### src/rtl/pif_ram_arbiter_pkg.sv
// Shared definitions for the PIF RAM arbiter and the serial PIF engine:
// arbiter state encoding, RAM geometry and big-endian byte-lane helpers.
package pif_ram_arbiter_pkg;

    localparam int PIF_ADDR_W = 9;
    localparam int WORD_W     = 32;
    localparam int LANE_W     = 8;

    typedef enum logic [1:0] {
        ST_IDLE     = 2'd0,
        ST_SER_WAIT = 2'd1,
        ST_CPU_WAIT = 2'd2,
        ST_CPU_WR   = 2'd3
    } arb_state_t;

    // Lane k occupies bits [31-8k -: 8]; lane 0 is the most significant byte.
    function automatic logic [LANE_W-1:0] lane_extract(input logic [WORD_W-1:0] word,
                                                       input logic [1:0]        lane);
        logic [LANE_W-1:0] b;
        case (lane)
            2'd0:    b = word[31:24];
            2'd1:    b = word[23:16];
            2'd2:    b = word[15:8];
            default: b = word[7:0];
        endcase
        return b;
    endfunction

    function automatic logic [WORD_W-1:0] lane_insert(input logic [WORD_W-1:0] word,
                                                      input logic [1:0]        lane,
                                                      input logic [LANE_W-1:0] lane_byte);
        logic [WORD_W-1:0] w;
        w = word;
        case (lane)
            2'd0:    w[31:24] = lane_byte;
            2'd1:    w[23:16] = lane_byte;
            2'd2:    w[15:8]  = lane_byte;
            default: w[7:0]   = lane_byte;
        endcase
        return w;
    endfunction

endpackage

### src/rtl/pif_ram_arbiter_if.sv
// Bus bundle between the two requesters, the arbiter and the RAM macro.
//
// Handshakes: a requester raises *_req with its fields and holds them stable
// until the arbiter answers (ser_gnt for serial, cpu_ack for CPU); both answers
// are single-cycle pulses and the requester drops req in the following cycle.
// ser_rvalid / cpu_ack qualify their read data for exactly that cycle.
interface pif_ram_arbiter_if
    import pif_ram_arbiter_pkg::*;
#(
    parameter int ADDR_W = PIF_ADDR_W
);
    // serial PIF engine (word requester)
    logic                ser_req;
    logic                ser_wren;
    logic [ADDR_W-1:0]   ser_addr;
    logic [WORD_W-1:0]   ser_wdata;
    logic                ser_gnt;
    logic                ser_rvalid;
    logic [WORD_W-1:0]   ser_rdata;
    // local CPU (byte requester)
    logic                cpu_req;
    logic                cpu_wren;
    logic [ADDR_W+1:0]   cpu_addr;
    logic [LANE_W-1:0]   cpu_wdata;
    logic                cpu_ack;
    logic [LANE_W-1:0]   cpu_rdata;
    // RAM macro
    logic [ADDR_W-1:0]   ram_addr;
    logic                ram_wren;
    logic [WORD_W-1:0]   ram_wdata;
    logic [WORD_W-1:0]   ram_rdata;

    modport slave (
        input  ser_req, ser_wren, ser_addr, ser_wdata,
        output ser_gnt, ser_rvalid, ser_rdata,
        input  cpu_req, cpu_wren, cpu_addr, cpu_wdata,
        output cpu_ack, cpu_rdata,
        output ram_addr, ram_wren, ram_wdata,
        input  ram_rdata
    );

    modport master (
        output ser_req, ser_wren, ser_addr, ser_wdata,
        input  ser_gnt, ser_rvalid, ser_rdata,
        output cpu_req, cpu_wren, cpu_addr, cpu_wdata,
        input  cpu_ack, cpu_rdata,
        input  ram_addr, ram_wren, ram_wdata,
        output ram_rdata
    );

endinterface

### src/rtl/pif_ram_arbiter_lane_merge.sv
// Byte-lane datapath for CPU accesses: extracts the addressed byte from a RAM
// word and builds the read-modify-write word with that byte replaced.
module pif_ram_arbiter_lane_merge
    import pif_ram_arbiter_pkg::*;
(
    input  logic [WORD_W-1:0] word,
    input  logic [1:0]        lane,
    input  logic [LANE_W-1:0] wr_byte,
    output logic [WORD_W-1:0] merged,
    output logic [LANE_W-1:0] rd_byte
);

    // Pure lane steering, no state.
    always_comb begin
        merged  = lane_insert(word, lane, wr_byte);
        rd_byte = lane_extract(word, lane);
    end

endmodule

### src/rtl/pif_ram_arbiter.sv
// Arbiter for the single-port PIF RAM. The serial engine has priority; the CPU
// wins when serial is idle or disabled, or after waiting STARVE_MAX cycles.
// CPU byte writes are read-modify-write and hold the RAM until the write lands.
module pif_ram_arbiter
    import pif_ram_arbiter_pkg::*;
#(
    parameter int ADDR_W     = PIF_ADDR_W,
    parameter int RAM_LAT    = 1,
    parameter int STARVE_MAX = 8
) (
    input  logic                             clk,
    input  logic                             reset_l,
    input  logic                             pif_disable,
    pif_ram_arbiter_if.slave                 bus,
    output logic                             busy,
    output logic                             owner,
    output arb_state_t                       dbg_state,
    output logic [$clog2(STARVE_MAX+1)-1:0]  dbg_starve_cnt
);

    localparam int CNT_W = $clog2(STARVE_MAX + 1);
    localparam int LAT_W = $clog2(RAM_LAT + 1);

    arb_state_t        state;
    logic [LAT_W-1:0]  lat_cnt;
    logic [CNT_W-1:0]  starve_cnt;
    logic              ser_is_rd;
    logic              cpu_is_wr;
    logic [1:0]        cpu_lane;
    logic [LANE_W-1:0] cpu_byte;
    logic [WORD_W-1:0] merged_word;
    logic [LANE_W-1:0] extracted_byte;
    logic              cpu_req_eff;
    logic              cpu_serving;
    logic              cpu_wins;
    logic              ser_wins;

    pif_ram_arbiter_lane_merge u_lane_merge (
        .word    (bus.ram_rdata),
        .lane    (cpu_lane),
        .wr_byte (cpu_byte),
        .merged  (merged_word),
        .rd_byte (extracted_byte)
    );

    // Grant decision; a CPU read acks in an IDLE cycle, so its still-high req
    // in that cycle belongs to the finished access and is masked out.
    always_comb begin
        cpu_req_eff = bus.cpu_req & ~bus.cpu_ack;
        cpu_serving = (state == ST_CPU_WAIT) || (state == ST_CPU_WR);
        cpu_wins    = (state == ST_IDLE) && cpu_req_eff &&
                      (pif_disable || !bus.ser_req || (starve_cnt == CNT_W'(STARVE_MAX)));
        ser_wins    = (state == ST_IDLE) && !cpu_wins && bus.ser_req && !pif_disable;
    end

    // Starvation counter: counts cycles the CPU waits for a grant, saturating.
    always_ff @(posedge clk or negedge reset_l) begin
        if (!reset_l) begin
            starve_cnt <= '0;
        end else if (cpu_wins) begin
            starve_cnt <= '0;
        end else if (cpu_req_eff && !cpu_serving && (starve_cnt != CNT_W'(STARVE_MAX))) begin
            starve_cnt <= starve_cnt + CNT_W'(1);
        end
    end

    // Arbiter FSM with registered RAM controls and requester responses.
    always_ff @(posedge clk or negedge reset_l) begin
        if (!reset_l) begin
            state          <= ST_IDLE;
            lat_cnt        <= '0;
            ser_is_rd      <= 1'b0;
            cpu_is_wr      <= 1'b0;
            cpu_lane       <= 2'd0;
            cpu_byte       <= '0;
            owner          <= 1'b0;
            bus.ram_addr   <= '0;
            bus.ram_wren   <= 1'b0;
            bus.ram_wdata  <= '0;
            bus.ser_gnt    <= 1'b0;
            bus.ser_rvalid <= 1'b0;
            bus.ser_rdata  <= '0;
            bus.cpu_ack    <= 1'b0;
            bus.cpu_rdata  <= '0;
        end else begin
            bus.ser_gnt    <= 1'b0;
            bus.ser_rvalid <= 1'b0;
            bus.cpu_ack    <= 1'b0;
            bus.ram_wren   <= 1'b0;
            case (state)
                ST_IDLE: begin
                    if (cpu_wins) begin
                        owner        <= 1'b1;
                        bus.ram_addr <= bus.cpu_addr[ADDR_W+1:2];
                        cpu_lane     <= bus.cpu_addr[1:0];
                        cpu_byte     <= bus.cpu_wdata;
                        cpu_is_wr    <= bus.cpu_wren;
                        lat_cnt      <= LAT_W'(RAM_LAT);
                        state        <= ST_CPU_WAIT;
                    end else if (ser_wins) begin
                        owner        <= 1'b0;
                        bus.ser_gnt  <= 1'b1;
                        bus.ram_addr <= bus.ser_addr;
                        if (bus.ser_wren) begin
                            bus.ram_wren  <= 1'b1;
                            bus.ram_wdata <= bus.ser_wdata;
                            ser_is_rd     <= 1'b0;
                            lat_cnt       <= '0;
                        end else begin
                            ser_is_rd     <= 1'b1;
                            lat_cnt       <= LAT_W'(RAM_LAT);
                        end
                        state <= ST_SER_WAIT;
                    end
                end
                ST_SER_WAIT: begin
                    if (lat_cnt == '0) begin
                        if (ser_is_rd) begin
                            bus.ser_rvalid <= 1'b1;
                            bus.ser_rdata  <= bus.ram_rdata;
                        end
                        state <= ST_IDLE;
                    end else begin
                        lat_cnt <= lat_cnt - LAT_W'(1);
                    end
                end
                ST_CPU_WAIT: begin
                    if (lat_cnt == '0) begin
                        bus.cpu_ack   <= 1'b1;
                        bus.cpu_rdata <= extracted_byte;
                        if (cpu_is_wr) begin
                            bus.ram_wren  <= 1'b1;
                            bus.ram_wdata <= merged_word;
                            state         <= ST_CPU_WR;
                        end else begin
                            state <= ST_IDLE;
                        end
                    end else begin
                        lat_cnt <= lat_cnt - LAT_W'(1);
                    end
                end
                default: begin
                    state <= ST_IDLE;
                end
            endcase
        end
    end

    assign busy           = (state != ST_IDLE);
    assign dbg_state      = state;
    assign dbg_starve_cnt = starve_cnt;

endmodule
### src/flat_wrapper.sv
// flat-port wrapper written by rule: the top's interface ports become plain ports
module pif_ram_arbiter_flat import pif_ram_arbiter_pkg::*;
#(
    parameter int ADDR_W     = PIF_ADDR_W,
    parameter int RAM_LAT    = 1,
    parameter int STARVE_MAX = 8
)
  (clk, reset_l, pif_disable, busy, owner, dbg_state, dbg_starve_cnt, bus_ser_req, bus_ser_wren, bus_ser_addr, bus_ser_wdata, bus_ser_gnt, bus_ser_rvalid, bus_ser_rdata, bus_cpu_req, bus_cpu_wren, bus_cpu_addr, bus_cpu_wdata, bus_cpu_ack, bus_cpu_rdata, bus_ram_addr, bus_ram_wren, bus_ram_wdata, bus_ram_rdata);
  pif_ram_arbiter_if #(.ADDR_W(ADDR_W)) bus_i ();
  input  logic clk;
  input  logic reset_l;
  input  logic pif_disable;
  output logic busy;
  output logic owner;
  output arb_state_t dbg_state;
  output logic [$clog2(STARVE_MAX+1)-1:0] dbg_starve_cnt;
  input wire logic [$bits(bus_i.ser_req)-1:0] bus_ser_req;
  input wire logic [$bits(bus_i.ser_wren)-1:0] bus_ser_wren;
  input wire logic [$bits(bus_i.ser_addr)-1:0] bus_ser_addr;
  input wire logic [$bits(bus_i.ser_wdata)-1:0] bus_ser_wdata;
  output wire logic [$bits(bus_i.ser_gnt)-1:0] bus_ser_gnt;
  output wire logic [$bits(bus_i.ser_rvalid)-1:0] bus_ser_rvalid;
  output wire logic [$bits(bus_i.ser_rdata)-1:0] bus_ser_rdata;
  input wire logic [$bits(bus_i.cpu_req)-1:0] bus_cpu_req;
  input wire logic [$bits(bus_i.cpu_wren)-1:0] bus_cpu_wren;
  input wire logic [$bits(bus_i.cpu_addr)-1:0] bus_cpu_addr;
  input wire logic [$bits(bus_i.cpu_wdata)-1:0] bus_cpu_wdata;
  output wire logic [$bits(bus_i.cpu_ack)-1:0] bus_cpu_ack;
  output wire logic [$bits(bus_i.cpu_rdata)-1:0] bus_cpu_rdata;
  output wire logic [$bits(bus_i.ram_addr)-1:0] bus_ram_addr;
  output wire logic [$bits(bus_i.ram_wren)-1:0] bus_ram_wren;
  output wire logic [$bits(bus_i.ram_wdata)-1:0] bus_ram_wdata;
  input wire logic [$bits(bus_i.ram_rdata)-1:0] bus_ram_rdata;
  assign bus_i.ser_req = bus_ser_req;
  assign bus_i.ser_wren = bus_ser_wren;
  assign bus_i.ser_addr = bus_ser_addr;
  assign bus_i.ser_wdata = bus_ser_wdata;
  assign bus_ser_gnt = bus_i.ser_gnt;
  assign bus_ser_rvalid = bus_i.ser_rvalid;
  assign bus_ser_rdata = bus_i.ser_rdata;
  assign bus_i.cpu_req = bus_cpu_req;
  assign bus_i.cpu_wren = bus_cpu_wren;
  assign bus_i.cpu_addr = bus_cpu_addr;
  assign bus_i.cpu_wdata = bus_cpu_wdata;
  assign bus_cpu_ack = bus_i.cpu_ack;
  assign bus_cpu_rdata = bus_i.cpu_rdata;
  assign bus_ram_addr = bus_i.ram_addr;
  assign bus_ram_wren = bus_i.ram_wren;
  assign bus_ram_wdata = bus_i.ram_wdata;
  assign bus_i.ram_rdata = bus_ram_rdata;
  pif_ram_arbiter #(.ADDR_W(ADDR_W), .RAM_LAT(RAM_LAT), .STARVE_MAX(STARVE_MAX)) u_core (.clk(clk), .reset_l(reset_l), .pif_disable(pif_disable), .bus(bus_i), .busy(busy), .owner(owner), .dbg_state(dbg_state), .dbg_starve_cnt(dbg_starve_cnt));
endmodule
### config.mk
export PLATFORM = sky130hd
export DESIGN_NAME = pif_ram_arbiter_flat
export DESIGN_NICKNAME = d
export VERILOG_FILES = /design/src/rtl/pif_ram_arbiter_pkg.sv /design/src/rtl/pif_ram_arbiter_if.sv /design/src/rtl/pif_ram_arbiter_lane_merge.sv /design/src/rtl/pif_ram_arbiter.sv /design/src/flat_wrapper.sv
export SDC_FILE = /design/constraint.sdc
export NUM_CORES = 1
export LEC_CHECK = 0
export CORE_MARGIN = 3
export CORE_UTILIZATION = 37
export DETAILED_ROUTE_END_ITERATION = 12
export GPL_ROUTABILITY_DRIVEN = 0
export PLACE_DENSITY_LB_ADDON = 0.2
export SYNTH_ARGS = -nofsm -noshare
export SYNTH_HDL_FRONTEND = slang
export SYNTH_HIERARCHICAL = 1
export SYNTH_SLANG_ARGS = --single-unit
### constraint.sdc
create_clock -name clk -period 3.02 [get_ports clk]
set_input_delay 0.604 -clock clk [delete_from_list [all_inputs] [get_ports clk]]
set_output_delay 0.604 -clock clk [all_outputs]
set_load 0.05 [all_outputs]
## After elaboration in Yosys (flattened, before gate mapping)

Index checks and enable logic that the tools add are counted.

| storage, ports and cells | value |
|---|---|
| logic and storage cells | 109 |
| input bits | 99 |
| register bits after elaboration | 105 |
| output and inout bits | 93 |

| operators by class | value |
|---|---|
| add/sub/neg operators | 2 |
| reductions and logical operators | 31 |
| bitwise operators | 4 |
| multiplexer cells | 42 |
| eq/ne operators | 14 |

Operators with widths:

| kind | number |
|---|---|
| $mux 32 | 5 |
| $pmux 32 s2 | 1 |
| $mux 8 | 4 |
| $pmux 8 s3 | 1 |
| $mux 1 | 19 |
| $mux 9 | 2 |
| $mux 2 | 5 |
| $reduce_bool 2->1 | 5 |
| $reduce_and 3->1 | 3 |
| $mux 4 | 2 |
| $ne 2x2->1 const B | 4 |
| $reduce_and 2->1 | 4 |
| $logic_and 1x1->1 | 7 |
| $eq 2x2->1 const B | 3 |
| $pmux 2 s3 | 1 |
| $reduce_and 6->1 | 1 |
| $add 4x1->4 const B | 1 |
| $eq 2x1->1 const B | 2 |
| $eq 4x4->1 const B | 1 |
| $logic_not 1->1 | 4 |
| $logic_not 2->1 | 2 |
| $ne 2x1->1 const B | 2 |
| $ne 4x4->1 const B | 1 |
| $pmux 1 s2 | 2 |
| other kinds (7) | 11 |

## Depth between registers and ports, before layout

| logic depth | value |
|---|---|
| depth in word-level cells | 11 |
| gate-level depth with buffers | 8 |
| gate-level depth less buffers | 6 |

## Hierarchy

The synthesis kept the hierarchy.

Modules (own cells, without submodules):

| module | seq. area each (um2) | area an instance (um2) | cells an instance | instances |
|---|---|---|---|---|
| pif_ram_arbiter | 2627.5 | 4764.6 | 386 | 1 |
| pif_ram_arbiter_lane_merge | 0.0 | 651.9 | 48 | 1 |

## Worst setup path before layout

No wires, ideal clock.

| timing path | value |
|---|---|
| path type | register to register |
| start point | reg u_core.state[0], in the netlist u_core/dbg_state[0] |
| end point | reg u_core.bus.ram_wdata[10] |
| library setup time | 0.125 ns |
| required time | 2.895 ns |
| clock period less this slack | 2.143 ns |
| data arrival time | 2.018 ns |
| buffers on the path | 2 |
| cell stages (with the launch flop) | 9 |
| setup slack | 0.877 ns |
| cell sequence | dfrtp_1 -> inv_1 -> ha_1 -> buf_4 -> inv_2 -> o2111ai_2 -> o32a_4 -> buf_6 -> mux2_4 |

| between the ends | value |
|---|---|
| longest elaborated chain between the ends | 9 |
| elaborated cells on any way between the ends | 16 |
| those cells by class | eq/ne (6); mux (1); reduce/logical (9) |

Ends and longest elaborated chain:

| element | RTL line | text |
|---|---|---|
| start: declaration | pif_ram_arbiter.sv:24 | `arb_state_t state;` |
| start signal: assignment | pif_ram_arbiter.sv:70 | `state <= ST_IDLE;` |
| start signal: assignment | pif_ram_arbiter.sv:99 | `state <= ST_CPU_WAIT;` |
| start signal: assignment | pif_ram_arbiter.sv:113 | `state <= ST_SER_WAIT;` |
| $logic_not 2->1 | pif_ram_arbiter.sv:51, pif_ram_arbiter.sv:53, pif_ram_arbiter.sv:90 |  |
| $logic_and 1x1->1 (2 in a row) | pif_ram_arbiter.sv:51 | `cpu_wins = (state == ST_IDLE) && cpu_req_eff &&` |
| $logic_not 1->1 | pif_ram_arbiter.sv:53 | `ser_wins = (state == ST_IDLE) && !cpu_wins && bus.ser_req && !pif_disable;` |
| $logic_and 1x1->1 (3 in a row) | pif_ram_arbiter.sv:53 |  |
| $ne 2x1->1 (no line) | n/a |  |
| $reduce_and 6->1 (no line) | n/a |  |
| end signal: assignment | pif_ram_arbiter.sv:106 | `bus.ram_wdata <= bus.ser_wdata;` |
| end signal: assignment | pif_ram_arbiter.sv:133 | `bus.ram_wdata <= merged_word;` |
| end: declaration | pif_ram_arbiter_if.sv:38 | `output ram_addr, ram_wren, ram_wdata,` |

Parallel ways exist; a longest one is shown, timed or not.
A chain may end at the register's enable or synchronous reset.

## Worst setup path after layout

| timing path | value |
|---|---|
| start point | reg u_core.state[0], in the netlist u_core/dbg_state[0] |
| end point | out busy |

| between the ends | value |
|---|---|
| longest elaborated chain between the ends | 1 |

Ends and longest elaborated chain:

| element | RTL line | text |
|---|---|---|
| $reduce_bool 2->1 | pif_ram_arbiter.sv:149 | `assign busy = (state != ST_IDLE);` |
| end: declaration | flat_wrapper.sv:13 | `output logic busy;` |

No other way between the ends.

==> results.sh <==
export IMPL_status="completed"
export IMPL_setup_violations=0
export IMPL_ctsHoldBuffers=0
export IMPL_ys_seq_elements=105
export IMPL_cpMaxStageDelayCell="clkdlybuf4s50_1"
export IMPL_cts_tree="yes"
export IMPL_path_common_cell="inv_1"
export IMPL_first_pass_iters=5
export IMPL_synth_largest_area_cell="dfrtp_1"
export IMPL_stdcell_count=809
export IMPL_initial_core_util_pct=38.4
export IMPL_grt_overflow=0
export IMPL_htree_levels=3
export IMPL_synth_area_um2=5420
export IMPL_power_frac_comb_pct=62.1
export IMPL_skew_ns=0.00813
export IMPL_critPathArrivalTime_ns=2.09
export IMPL_timing_final_crit_share_pct=89.2
export IMPL_vias_per_cell=4.94
export IMPL_criticalPathCategory="reg -> out"
export IMPL_fin_tns_setup_ns=0
export IMPL_dpl_hpwl_um=12100
export IMPL_antenna_found_initial=1
export IMPL_root_buffer="clkbuf_16"
export IMPL_p_switching_mw=4.72
export IMPL_numCtsBuffers=9
export IMPL_seqPwrFrac_pct=26.1
export IMPL_syn_area_per_cell_um2=12.5
export IMPL_rows=43
export IMPL_ir_drop_uv=680
export IMPL_clk_pin_slew_ns=0.07
export IMPL_final_nets=729
export IMPL_post_place_cells=793
export IMPL_hold_path_class="in -> async"
export IMPL_rsz0062_at_grt="no"
export IMPL_vias=3996
export IMPL_timing_final_crit_period_ns=2.69
export IMPL_drv_cap=0
export IMPL_postCtsSetupRepairBufs=0
export IMPL_synth_edf_count=0
export IMPL_drc_errors=0
export IMPL_synthToLayoutAreaGrowth_pct=44.0
export IMPL_p_sw_share_pct=47.0
export IMPL_timing_reg2reg_setup_slack_ns=0.87
export IMPL_clock_sinks=105
export IMPL_netlist_instances=434
export IMPL_grt_pass1_vias=4190
export IMPL_placed_cell_area_um2=7500
export IMPL_p_int_mw=5.32
export IMPL_portBuffers=191
export IMPL_grt_max_degree=55
export IMPL_slew_headroom_pct=55.5
export IMPL_ys_warn_count=6
export IMPL_wirelength_um=15800
export IMPL_crit_required_ns=2.42
export IMPL_crit_fanout=8
export IMPL_power_density_nw_per_um2=1290
export IMPL_postSynth_asyncResetShare_pct=100
export IMPL_synth_top_flop_cell="dfrtp_1"
export IMPL_clock_latency_ns=0.34
export IMPL_die_x_um=127
export IMPL_worst_slew_pin_slew_ns=0.668
export IMPL_design_area_um2=7800
export IMPL_core_um2=14100
export IMPL_clockPowerShare_pct=11.8
export IMPL_die_area_um2=16100
export IMPL_ant_nets=0
export IMPL_p_leak_nw=3.48
export IMPL_crit_chain="inv_1, ha_1, inv_1, clkdlybuf4s50_1"
export IMPL_drt_initial_drc_count=206
export IMPL_wl_per_cell_um=19.6
export IMPL_cts_buffer_depth=2
export IMPL_ys_top_cells_by_area="dfrtp_1 49%, mux2_2 15%, mux2_4 12%, nand2_1 6.9%, mux4_2 3.3%"
export IMPL_drive_gt1_share_pct=25.5
export IMPL_fp_dieH_um=127
export IMPL_crit_path_end_kind="output port"
export IMPL_synth_nets=539
export IMPL_io_pins=192
export IMPL_track_usage_pct=19.3
export IMPL_slowest_delay_ns=0.81
export IMPL_start_kind="flip-flop"
export IMPL_grt_pass1_wl_um=23900
export IMPL_synth_top_area_share_pct=48.5
export IMPL_hold_violations=0
export IMPL_drv_slew=0
export IMPL_fmax_mhz=371
export IMPL_synth_distinct_cells=41
export IMPL_yosysSeqAreaShare_pct=48.5
export IMPL_cts_resized=0
-- flip-flops by register name, indices dropped and copies added (netlist names) --
| register | cells |
|---|---|
| u_core/bus.cpu_ack | 1 |
| u_core/bus.cpu_rdata | 8 |
| u_core/bus.ram_addr | 9 |
| u_core/bus.ram_wdata | 32 |
| u_core/bus.ram_wren | 1 |
| u_core/bus.ser_gnt | 1 |
| u_core/bus.ser_rdata | 32 |
| u_core/bus.ser_rvalid | 1 |
| u_core/cpu_byte | 8 |
| u_core/cpu_is_wr | 1 |
| u_core/cpu_lane | 2 |
| u_core/dbg_starve_cnt | 4 |
| u_core/dbg_state | 2 |
| u_core/lat_cnt | 1 |
| u_core/owner | 1 |
| u_core/ser_is_rd | 1 |
-- final cells by class --
cell class                      count  area, µm²
Inverter                            8       30.0
Multi-Input combinational cell    299       2620
Fill cell                        1238       6300
Antenna cell                        1       2.50
Clock buffer                       12        256
Sequential cell                   105       2630
Timing Repair Buffer              201       2000
Tap cell                          180        225
Clock inverter                      3       40.0
-- metrics by stage --
stage | util (%) | total power, mW | hold WS (ns) | setup WS (ns)
4_1_cts | 55.3 | 10.1 | 0.310 | 0.291
6_report | 55.3 | 10.0 | 0.285 | 0.326
5_1_grt | 55.3 | 10.5 | 0.330 | 0.232
3_5_place_dp | 53.2 | 8.88 | 0.463 | 0.511
2_1_floorplan | - | 6.89 | 0.308 | 0.877
3_3_place_gp | 53.2 | 8.79 | 0.459 | 0.530
-- layer usage --
metal	global-route usage (%)	part of all wire, %
met3	4.43	6.8
met4	5.87	1.7
met5	0	0
met1	27.6	46
met2	29.2	45
-- cells in the mapped netlist, types with 2 or more instances --
library cell,number
buf_6,5
nor2_1,14
dfrtp_1,105
a21oi_1,11
xor2_1,2
buf_4,4
mux4_2,8
mux2_2,72
nand2b_1,2
o21ai_0,3
buf_2,5
nand2_1,100
nand3_1,2
nor2b_1,4
ha_1,6
mux2i_1,10
clkbuf_1,8
mux2_4,43
inv_1,7
o21a_1,2
-- critical path: cells and delay by family, from the launching register on --
| kind | cells | cell delay (ns) |
|---|---|---|
| adders and majority gates | 1 | 0.31 |
| buffers and inverters | 3 | 1.03 |
| DFF | 1 | 0.41 |
-- cell usage in the layout, fill, tap and decap left out, types with 2 or more instances in the layout --
master / count
clkinv_2: 2
clkbuf_16: 9
o21a_1: 2
nand2b_1: 2
o21ai_0: 3
inv_1: 7
dfrtp_1: 105
ha_1: 5
a21oi_1: 11
nor2b_1: 4
xor2_1: 2
mux2i_1: 10
buf_4: 10
nor2_1: 14
clkdlybuf4s50_1: 190
mux2_2: 72
mux2_4: 43
clkbuf_8: 2
nand3_1: 2
nand2_1: 100
mux4_2: 8
-- path summary, 6_finish.rpt --
check	from	to	cells after the start
setup / recovery	u_core/dbg_state[0]	busy	4
max in group asynchronous	reset_l	u_core/bus.ram_addr[5]	2
hold reg to reg	u_core/bus.ser_rdata[23]	u_core/bus.ser_rdata[23]	2
hold / removal	reset_l	u_core/bus.ser_rdata[18]	1
setup reg to reg	u_core/dbg_state[0]	u_core/bus.ram_wdata[1]	6
min in group clk	u_core/bus.ser_rdata[23]	u_core/bus.ser_rdata[23]	2
-- power groups by stage --
stage          clock network, mW  logic, mW  registers [mW]
2_1_floorplan                  0       2.24            4.65
3_3_place_gp                   0       6.17            2.62
3_5_place_dp                   0       6.25            2.63
4_1_cts                     1.21       6.27            2.63
5_1_grt                     1.27       6.52            2.73
6_report                    1.18       6.24            2.62
-- cells by family (layout without fill, tap and decap cells) --
group / Yosys count / in the layout / share of synthesized area, %
multiplexers: 133 / 133 / 32.1
flip-flops: 105 / 105 / 48.5
AND/OR/NAND/NOR: 132 / 132 / 11.0
XOR/XNOR: 3 / 3 / 0.485
buffers and inverters: 30 / 224 / 3.16
AO/OA/AOI/OAI: 25 / 25 / 3.37
other: 0 / 1 / 0
adder cells (fa/ha/maj): 6 / 6 / 1.39
Power figures use the tool's default switching activity.
